===== src/rtl/ones_accum.sv =====
// ones_accum: accumulates per-byte popcounts from an upstream ones-counter
// into frame totals. A frame ends on in_last or when MAX_LEN samples have
// been taken. The result is held until the downstream consumer accepts it.
module ones_accum #(
  parameter int MAX_LEN = 16
) (
  input  logic        clk,
  input  logic        reset,
  input  logic        in_valid,
  input  logic [3:0]  z,
  input  logic        in_last,
  output logic        in_ready,
  output logic        out_valid,
  input  logic        out_ready,
  output logic [11:0] out_sum,
  output logic [7:0]  out_len,
  output logic        out_err,
  output logic        out_trunc
);

  typedef enum logic [1:0] {IDLE, ACC, DONE} state_t;

  localparam logic [7:0] MAX_LEN_B = 8'(MAX_LEN);

  state_t      state;
  state_t      state_nxt;
  logic        accept;
  logic        closing;
  logic        hit_max;
  logic [7:0]  len_nxt;

  logic [11:0] sum;
  logic [7:0]  len;
  logic        err;
  logic        trunc;

  // A popcount of a byte can never exceed 8; larger codes are flagged as
  // errors and contribute nothing to the sum.
  function automatic logic z_bad(input logic [3:0] v);
    return (v > 4'd8);
  endfunction

  function automatic logic [11:0] z_eff(input logic [3:0] v);
    return z_bad(v) ? 12'd0 : {8'd0, v};
  endfunction

  // State register; reset abandons any partial or pending frame.
  always_ff @(posedge clk or posedge reset) begin
    if (reset) begin
      state <= IDLE;
    end else begin
      state <= state_nxt;
    end
  end

  // Next-state and handshake decode; out_valid depends only on state.
  always_comb begin
    state_nxt = state;
    in_ready  = 1'b0;
    out_valid = 1'b0;
    accept    = 1'b0;
    len_nxt   = (state == ACC) ? (len + 8'd1) : 8'd1;
    hit_max   = (len_nxt == MAX_LEN_B);
    closing   = in_last || hit_max;
    case (state)
      IDLE, ACC: begin
        in_ready = ~reset;
        accept   = in_valid && ~reset;
        if (accept) begin
          state_nxt = closing ? DONE : ACC;
        end
      end
      DONE: begin
        out_valid = 1'b1;
        if (out_ready) begin
          state_nxt = IDLE;
        end
      end
      default: begin
        state_nxt = IDLE;
      end
    endcase
  end

  // Frame accumulators; the first sample of a frame reloads them, and they
  // keep the last result after DONE until the next frame starts.
  always_ff @(posedge clk or posedge reset) begin
    if (reset) begin
      sum   <= 12'd0;
      len   <= 8'd0;
      err   <= 1'b0;
      trunc <= 1'b0;
    end else if (accept) begin
      if (state == IDLE) begin
        sum <= z_eff(z);
        err <= z_bad(z);
      end else begin
        sum <= sum + z_eff(z);
        err <= err | z_bad(z);
      end
      len   <= len_nxt;
      trunc <= hit_max && !in_last;
    end
  end

  assign out_sum   = sum;
  assign out_len   = len;
  assign out_err   = err;
  assign out_trunc = trunc;

endmodule


===== config.mk =====
export PLATFORM = sky130hd
export DESIGN_NAME = ones_accum
export DESIGN_NICKNAME = d
export VERILOG_FILES = /design/src/rtl/ones_accum.sv
export SDC_FILE = /design/constraint.sdc
export NUM_CORES = 1
export LEC_CHECK = 0
export BUFFER_PORTS_ARGS = -buffer_cell sky130_fd_sc_hd__buf_2
export CAP_MARGIN = 5
export CORE_MARGIN = 10
export CORE_UTILIZATION = 30
export CTS_BUF_LIST = sky130_fd_sc_hd__clkbuf_8
export CTS_CLUSTER_DIAMETER = 60
export DETAILED_ROUTE_END_ITERATION = 10
export GPL_ROUTABILITY_DRIVEN = 0
export PLACE_DENSITY_LB_ADDON = 0.05
export SYNTH_ARGS = -nofsm -noshare
export SYNTH_HDL_FRONTEND = slang
export SYNTH_SLANG_ARGS = --single-unit

===== constraint.sdc =====
create_clock -name clk -period 3.7 [get_ports clk]
set_input_delay 0.185 -clock clk [delete_from_list [all_inputs] [get_ports clk]]
set_output_delay 0.185 -clock clk [all_outputs]
set_load 0.005 [all_outputs]

# After elaboration in Yosys (flattened, before gate mapping)
# Cells that the tools add are included.
# totals
reg_bits	24
input_bits	9
output_inout_bits	24
wordCells	33
# op_classes
n_addsub	2
n_lt_le_gt_ge	1
eq_ne	5
n_mux	11
n_bitwise	2
n_reduce_logical	7
# ops
op	count
12-bit by 4-bit adder with 12-bit output	1
12-bit two-way mux	1
8-bit by 1-bit adder with 8-bit output (second input constant)	1
8-bit by 5-bit equality test with 1-bit output (second input constant)	1
8-bit two-way mux	1
2-bit two-way mux	3
4-bit > comparator (second input constant)	1
1-bit two-way mux	4
4-bit two-way mux	1
2-bit inequality test (second input constant)	2
2-bit case mux with 2 select lines	1
2-bit by 1-bit equality test with 1-bit output (second input constant)	1
2-bit equality test (second input constant)	1
1-bit logical AND	2
2-bit logical NOT	1
2-bit AND reduction	1
2-bit OR reduction	1
1-bit logical NOT	1
1-bit logical OR	1
1-bit inverter	1
1-bit bitwise OR	1

# Logic depth before layout (Yosys ltp)
# Gate-level depths: netlist (run 1).
# logic_depth
word_depth	7
ltp_mapped	9
mapped_depth_nobuf	9

# Least setup slack after synthesis (run 1)
# Ideal clock, no wire load.
# synth_timing
path_type	register to register
startpoint	register sum[0], in the netlist out_sum[0]
endpoint	register sum[6], in the netlist out_sum[6]
setup_ns	0.128
t_arrival_ns	1.707
t_required_ns	3.572
setup_slack_ns	1.865
stages_incl_launch_ff	9
n_path_buf	0
synth_period_minus_slack_ns	1.835
cell_sequence	dfrtp_1 -> ha_1 -> inv_1 -> fa_1 -> nor2b_1 -> o21ai_0 -> a21oi_1 -> mux2i_1 -> o21ai_0
# synth_between
elab_chain_len	2
# synth_rtl
item	line_no	rtl
start, declared	32	logic [11:0] sum;
start signal, assigned	95	sum <= z_eff(z);
start signal, assigned	98	sum <= sum + z_eff(z);
12-bit by 4-bit adder with 12-bit output	98	
12-bit two-way mux	94	if (state == IDLE) begin
# No other way between the ends.
# A chain may end at the register's enable or synchronous reset.

# Final worst setup path (run 1)
# Ends and elaborated chain as after synthesis.

==> impl_metrics.tcl, run 1 <==
set metrics [dict create \
    worst-setup-path-type "reg -> reg" \
    power.static_leakage_nw 0.828 \
    yosys.area.top_type_share_pct 39.6 \
    wire_per_inst_um 14.6 \
    timing.reg2reg.setup_slack_ps 1680 \
    synth_top_cells_by_area "dfrtp_1 40%, nand2_1 5.2%, o21ai_0 4.6%" \
    area_growth_syn_to_layout_pct 19.8 \
    antennaDiodeCount 0 \
    drt-total-wl_um 3910 \
    synth.distinct_cells 45 \
    final_util_pct 37.7 \
    synth_flop_cell "dfrtp_1" \
    route.detailed.drc 0 \
    worst_slew_margin_rel_pct 52.2 \
    core-area_um2 4820 \
    ys_ff_latch 24 \
    fillCellCount 529 \
    start_kind "register" \
    cts.sinks 24 \
    drt_iter0_drc 107 \
    initial_utilization_pct 31.5 \
    h-tree-depth 1 \
    seq_area_um2 601 \
    p_per_area_nw_per_um2 415 \
    stdcell_count 268 \
    final.setup.worst_slack_ps 1680 \
    grt_pass1_vias 1300 \
    numCtsBuffers 3 \
    grt_max_degree 26 \
    synth.yosys.seq_area_share_pct 39.6 \
    die_area_um2 8300 \
    timing.hold.worst.class "in -> async" \
    cts_tree "done" \
    postCtsSetupRepairBufs 0 \
    yosys.area.top_type "dfrtp_1" \
    post_cts_sizing_count 0 \
    timing.final.crit_period_ps 2020 \
    drv_slew 0 \
    pre_cts_slack_ps 1570 \
    fp-row-count 25 \
    vias 1297 \
    ctsLongestPathBuffers 2 \
    run_status "finished with violations" \
    cap_viol_max_count 0 \
    routed_via_density 4.84 \
    postRouteAntennaNets 0 \
    syn_inst 169 \
    grt_pass1_wl_um 6760 \
    hold_viol 14 \
    critPathCaptureType "register" \
    crit_arrival_ps 2170 \
    timing.final.crit_share_pct 54.6 \
    clock.fmax_ghz 0.495 \
    commonest_cells_after_routing_fill_and_taps_aside "32 x buf_2, 24 x dfrtp_1, 21 x nand2_1" \
    avg_cell_area_syn_um2 8.98 \
    place_inst 264 \
    die_w_um 91.1 \
    firstDrtPassIters 4 \
    cts_root_buffer "clkbuf_8" \
    grt_antenna_before_repair 0 \
    final_net_count 217 \
    postCtsHoldBufs 0 \
    synth_edf_count 0 \
    critPathRequiredTime_ps 3850 \
    clk_latency_ps 270 \
    setup-tns-final_ps 0 \
    ir_worst_vdd_uv 258 \
    yosysWarnings 0 \
    clock_skew_ps 9.84 \
    grt_setup_unrepaired "no" \
    die_h_um 91.1 \
    ys_async_sr_fraction_pct 100 \
    io_pins 33 \
    synth_fp_nets 184 \
    violated_checks "negative hold slack" \
    layout.cells.most_common "buf_2" \
    clk_transition_reported_paths_ps 100 \
    finalHoldWorstSlack_ps -15.2 \
    netlist_area_um2 1520 \
    worst_pin_slew_ps 715 \
    dpl.hpwl_um 2960 \
    final-setup-viol-count 0 \
    port_buffers 32 \
    global_route.usage.total_pct 9.76 \
    multi_input_area_um2 853 \
    post_route_cells_drive_above_1_share_pct 25.4 \
    critical_path.max_fanout 5 \
    worst-r2r-cell-count 8 \
    globalRouteOverflowTotal 0 \
]
==> worst paths after layout <==
kind	endpoint	start
worst max register to register	out_sum[6]	out_sum[0]
min in group clk	out_trunc	in_last
worst max-delay path	out_sum[6]	out_sum[0]
worst min register to register	out_trunc	out_trunc
worst min-delay path	state[1]	reset
max in group asynchronous	out_err	reset
==> sequential cells by signal, summed over array words and instances, names as in the netlist <==
name and count:
out_err 1, out_len 8, out_sum 12, out_trunc 1, state 2
==> area by class of cell <==
| class | count | share of cell area (%) |
|---|---|---|
| clock inverters | 1 | 1.65 |
| multi-input cells | 130 | 46.9 |
| repair buffers | 34 | 9.64 |
| inverters | 9 | 1.86 |
| well taps | 67 | 4.61 |
| flip-flops and latches | 24 | 33.0 |
| clock buffers | 3 | 2.27 |
==> layer usage <==
| metal | global-route usage, % | share of wire [%] | vias to the layer above |
|---|---|---|---|
| met5 | 0 | 0 | - |
| met4 | 1.57 | 0.59 | 0 |
| met3 | 3.05 | 3.6 | 2 |
| met2 | 15.2 | 41 | 24 |
| met1 | 13.1 | 54 | 607 |
| li1 | - | - | 664 |
==> Yosys cell counts (2+ instances only) <==
cell	count
dfrtp_1	24
nand2_1	21
nor2_1	14
o21ai_0	14
a21oi_1	9
inv_1	8
nand3_1	7
buf_2	6
ha_1	5
nor2b_1	5
mux2i_1	4
xnor2_1	4
nand4_1	3
nor3_1	3
o21a_1	3
xor2_1	3
a211oi_2	2
a21o_1	2
a21oi_2	2
a31oi_1	2
nand2b_1	2
nor4_1	2
or3_1	2
==> cell families (layout without fill, tap and decap cells) <==
group	count (synthesis)	in the layout	share of synthesized area (%)
simple gates	67	67	22.4
compound gates	46	46	21.7
flops	24	24	39.6
buf+inv	15	47	4.20
xor+xnor	7	7	4.04
fa+ha+maj	6	6	5.44
mux	4	4	2.64
==> critical path: stages, from the launching register on <==
cell and delay (ps):
dfrtp_1 380, ha_1 170, inv_1 50, fa_1 370
nor2b_1 160, o21ai_0 240, a21oi_1 250, mux2i_1 190
o21ai_0 90
==> through the flow <==
stage | hold WS [ps] | power [mW] | area [um^2]
finish | -15.2 | 0.755 | 1820
CTS | 6.06 | 0.768 | 1820
floorplan | 208 | 0.452 | 1520
global placement | 288 | 0.525 | 1750
detailed placement | 304 | 0.531 | 1750
global route | 20.0 | 0.812 | 1820
==> report_power, final <==
part | switching [mW] | internal [mW] | total, mW | leakage (nW)
Sequential | 0.0437 | 0.294 | 0.337 | 0.316
Combinational | 0.103 | 0.0799 | 0.183 | 0.476
Clock | 0.0900 | 0.145 | 0.235 | 0.0357
Total | 0.237 | 0.518 | 0.755 | 0.828
Note: power is estimated with default switching activity, not from simulation.
==> run 2, diff against run 1 <==
==> constraint.sdc (replaced) <==
create_clock -name clk -period 1.7 [get_ports clk]
set_input_delay 0.085 -clock clk [delete_from_list [all_inputs] [get_ports clk]]
set_output_delay 0.085 -clock clk [all_outputs]
set_load 0.005 [all_outputs]
==> impl_metrics.tcl, run 2 (synthesis gave the netlist of run 1 again) <==
set metrics [dict create \
    vias 1403 \
    cap_viol_max_count 0 \
    ir_worst_vdd_uv 480 \
    routed_via_density 4.80 \
    worstReg2RegEnd "out_sum[4]" \
    setup-tns-final_ps -114 \
    crit_arrival_ps 1930 \
    grt_pass1_wl_um 7130 \
    globalRouteOverflowTotal 0 \
    post_route_cells_drive_above_1_share_pct 38.2 \
    p_per_area_nw_per_um2 821 \
    cts_tree "done" \
    worst_slew_margin_rel_pct 74.7 \
    largest_reg_flops 12 \
    power_switching_mw 0.552 \
    cp_slowest_stage_delay_ps 370 \
    drt_iter0_drc 63 \
    timing.final.crit_period_ps 1740 \
    clk_transition_reported_paths_ps 90 \
    initial_utilization_pct 31.5 \
    die_w_um 91.1 \
    wire_per_inst_um 14.1 \
    clk_latency_ps 260 \
    multi_input_area_um2 912 \
    firstDrtPassIters 4 \
    drv_slew 0 \
    combPwrFrac_pct 34.4 \
    grt_max_degree 25 \
    sw_frac_of_total_pct 32.8 \
    grt_pass1_vias 1451 \
    seq_area_um2 602 \
    sink_of_the_worst_hold_path "out_trunc" \
    postRouteAntennaNets 0 \
    slowest_stage "dfrtp_1" \
    timing.hold.worst.class "in -> reg" \
    worst_pin_slew_ps 379 \
    layout.cells.most_common "buf_2" \
    critical_path.max_fanout 5 \
    cts.sinks 24 \
    timing.reg2reg.setup_slack_ps -40 \
    commonest_cells_after_routing_fill_and_taps_aside "32 x buf_2, 24 x buf_4, 23 x dfrtp_1" \
    h-tree-depth 1 \
    rr_startpoint "out_sum[0]" \
    die_area_um2 8300 \
    worst-r2r-cell-count 8 \
    run_status "finished with violations" \
    critPathRequiredTime_ps 1890 \
    pre_cts_slack_ps -117 \
    dpl.hpwl_um 3150 \
    fillCellCount 502 \
    violated_checks "negative setup slack" \
    core-area_um2 4820 \
    drt-total-wl_um 4120 \
    final-setup-viol-count 7 \
    start_kind "register" \
    grt_antenna_before_repair 0 \
    cts_root_buffer "clkbuf_8" \
    final_net_count 241 \
    timing.final.crit_share_pct 102 \
    clockPowerShare_pct 23.6 \
    holdPathStages 2 \
    numCtsBuffers 3 \
    critPathCaptureType "register" \
    area_growth_syn_to_layout_pct 35.0 \
    fp-row-count 25 \
    route.detailed.drc 0 \
    port_buffers 32 \
    intPower_mw 1.13 \
    p_seq_share_pct 42.0 \
    ctsLongestPathBuffers 2 \
    die_h_um 91.1 \
    final_util_pct 42.5 \
    holdCritStartpoint "in_last" \
    power.static_leakage_nw 0.949 \
    final.setup.worst_slack_ps -37.1 \
    worst-setup-path-type "reg -> reg" \
    hold_viol 0 \
    global_route.usage.total_pct 10.1 \
    io_pins 33 \
    clock.fmax_ghz 0.576 \
    antennaDiodeCount 0 \
    sequence_of_cells_on_the_critical_path "ha_2, inv_2, fa_2, nor2b_4, o21ai_4, a211oi_1, a31oi_1, o22ai_1" \
    grt_setup_unrepaired "yes" \
    clock_skew_ps 2.70 \
]
-- run 2: layout make-up --
type                            count  share of cell area [%]
Tap cell                           67                    4.09
Timing Repair Buffer               58                    17.7
Sequential cell                    24                    29.4
Multi-Input combinational cell    130                    44.5
Inverter                            9                    1.65
Clock buffer                        4                    2.69
-- run 2: power by group through the flow --
stage / combinational, mW / sequential (mW) / clock [mW]
floorplan: 0.268 / 0.725 / 0
global placement: 0.526 / 0.715 / 0
detailed placement: 0.531 / 0.718 / 0
CTS: 0.550 / 0.707 / 0.419
global route: 0.658 / 0.719 / 0.442
finish: 0.579 / 0.707 / 0.396
-- run 2: critical path: cells and delay by family, from the launching register on --
family	cells	cell delay, ps
flip-flops	1	370
AO/OA/AOI/OAI	4	540
buffers and inverters	1	40
adder cells (fa/ha/maj)	2	560
AND/OR/NAND/NOR	1	150
-- run 2: timing repair --
action | 4_1_cts | 5_1_grt
pin swaps | 5 | 13
setup endpoints to repair | 8 | 12
cloned | 0 | 0
buffers inserted | 0 | 3
resized for setup | 5 | 12
endpoints found under the hold margin | 24 | 0
hold buffers | 1 | 0
-- run 2: worst max-delay path by stage --
stage          startpoint         end  slack (ps)  cells past startpoint
2_1_floorplan  out_sum[0]  out_sum[6]           2                      8
3_3_place_gp         z[3]  out_sum[6]         -60                     10
3_5_place_dp         z[3]  out_sum[6]        -120                     10
4_1_cts        out_sum[0]  out_sum[6]         -40                      8
5_1_grt        out_sum[0]  out_sum[6]        -130                      8
6_report       out_sum[0]  out_sum[4]         -40                      8
-- run 2: stage by stage --
stage,power [mW],hold WS [ps],std cells,area (um^2)
after floorplan,0.992,108,169,1530
after global placement,1.24,217,285,1910
after detailed placement,1.25,229,285,1910
after CTS,1.68,32.5,289,2000
after global routing,1.82,31.4,292,2050
final,1.68,39.7,292,2050
-- run 2: layer usage --
layer  share of wire, %  GRT usage [%]  vias to the layer above
met5                  0              0                        -
met2                 42           14.7                       28
met1                 52           14.4                      656
met4               0.56           1.96                        0
met3                5.3           2.72                        2
li1                   -              -                      717
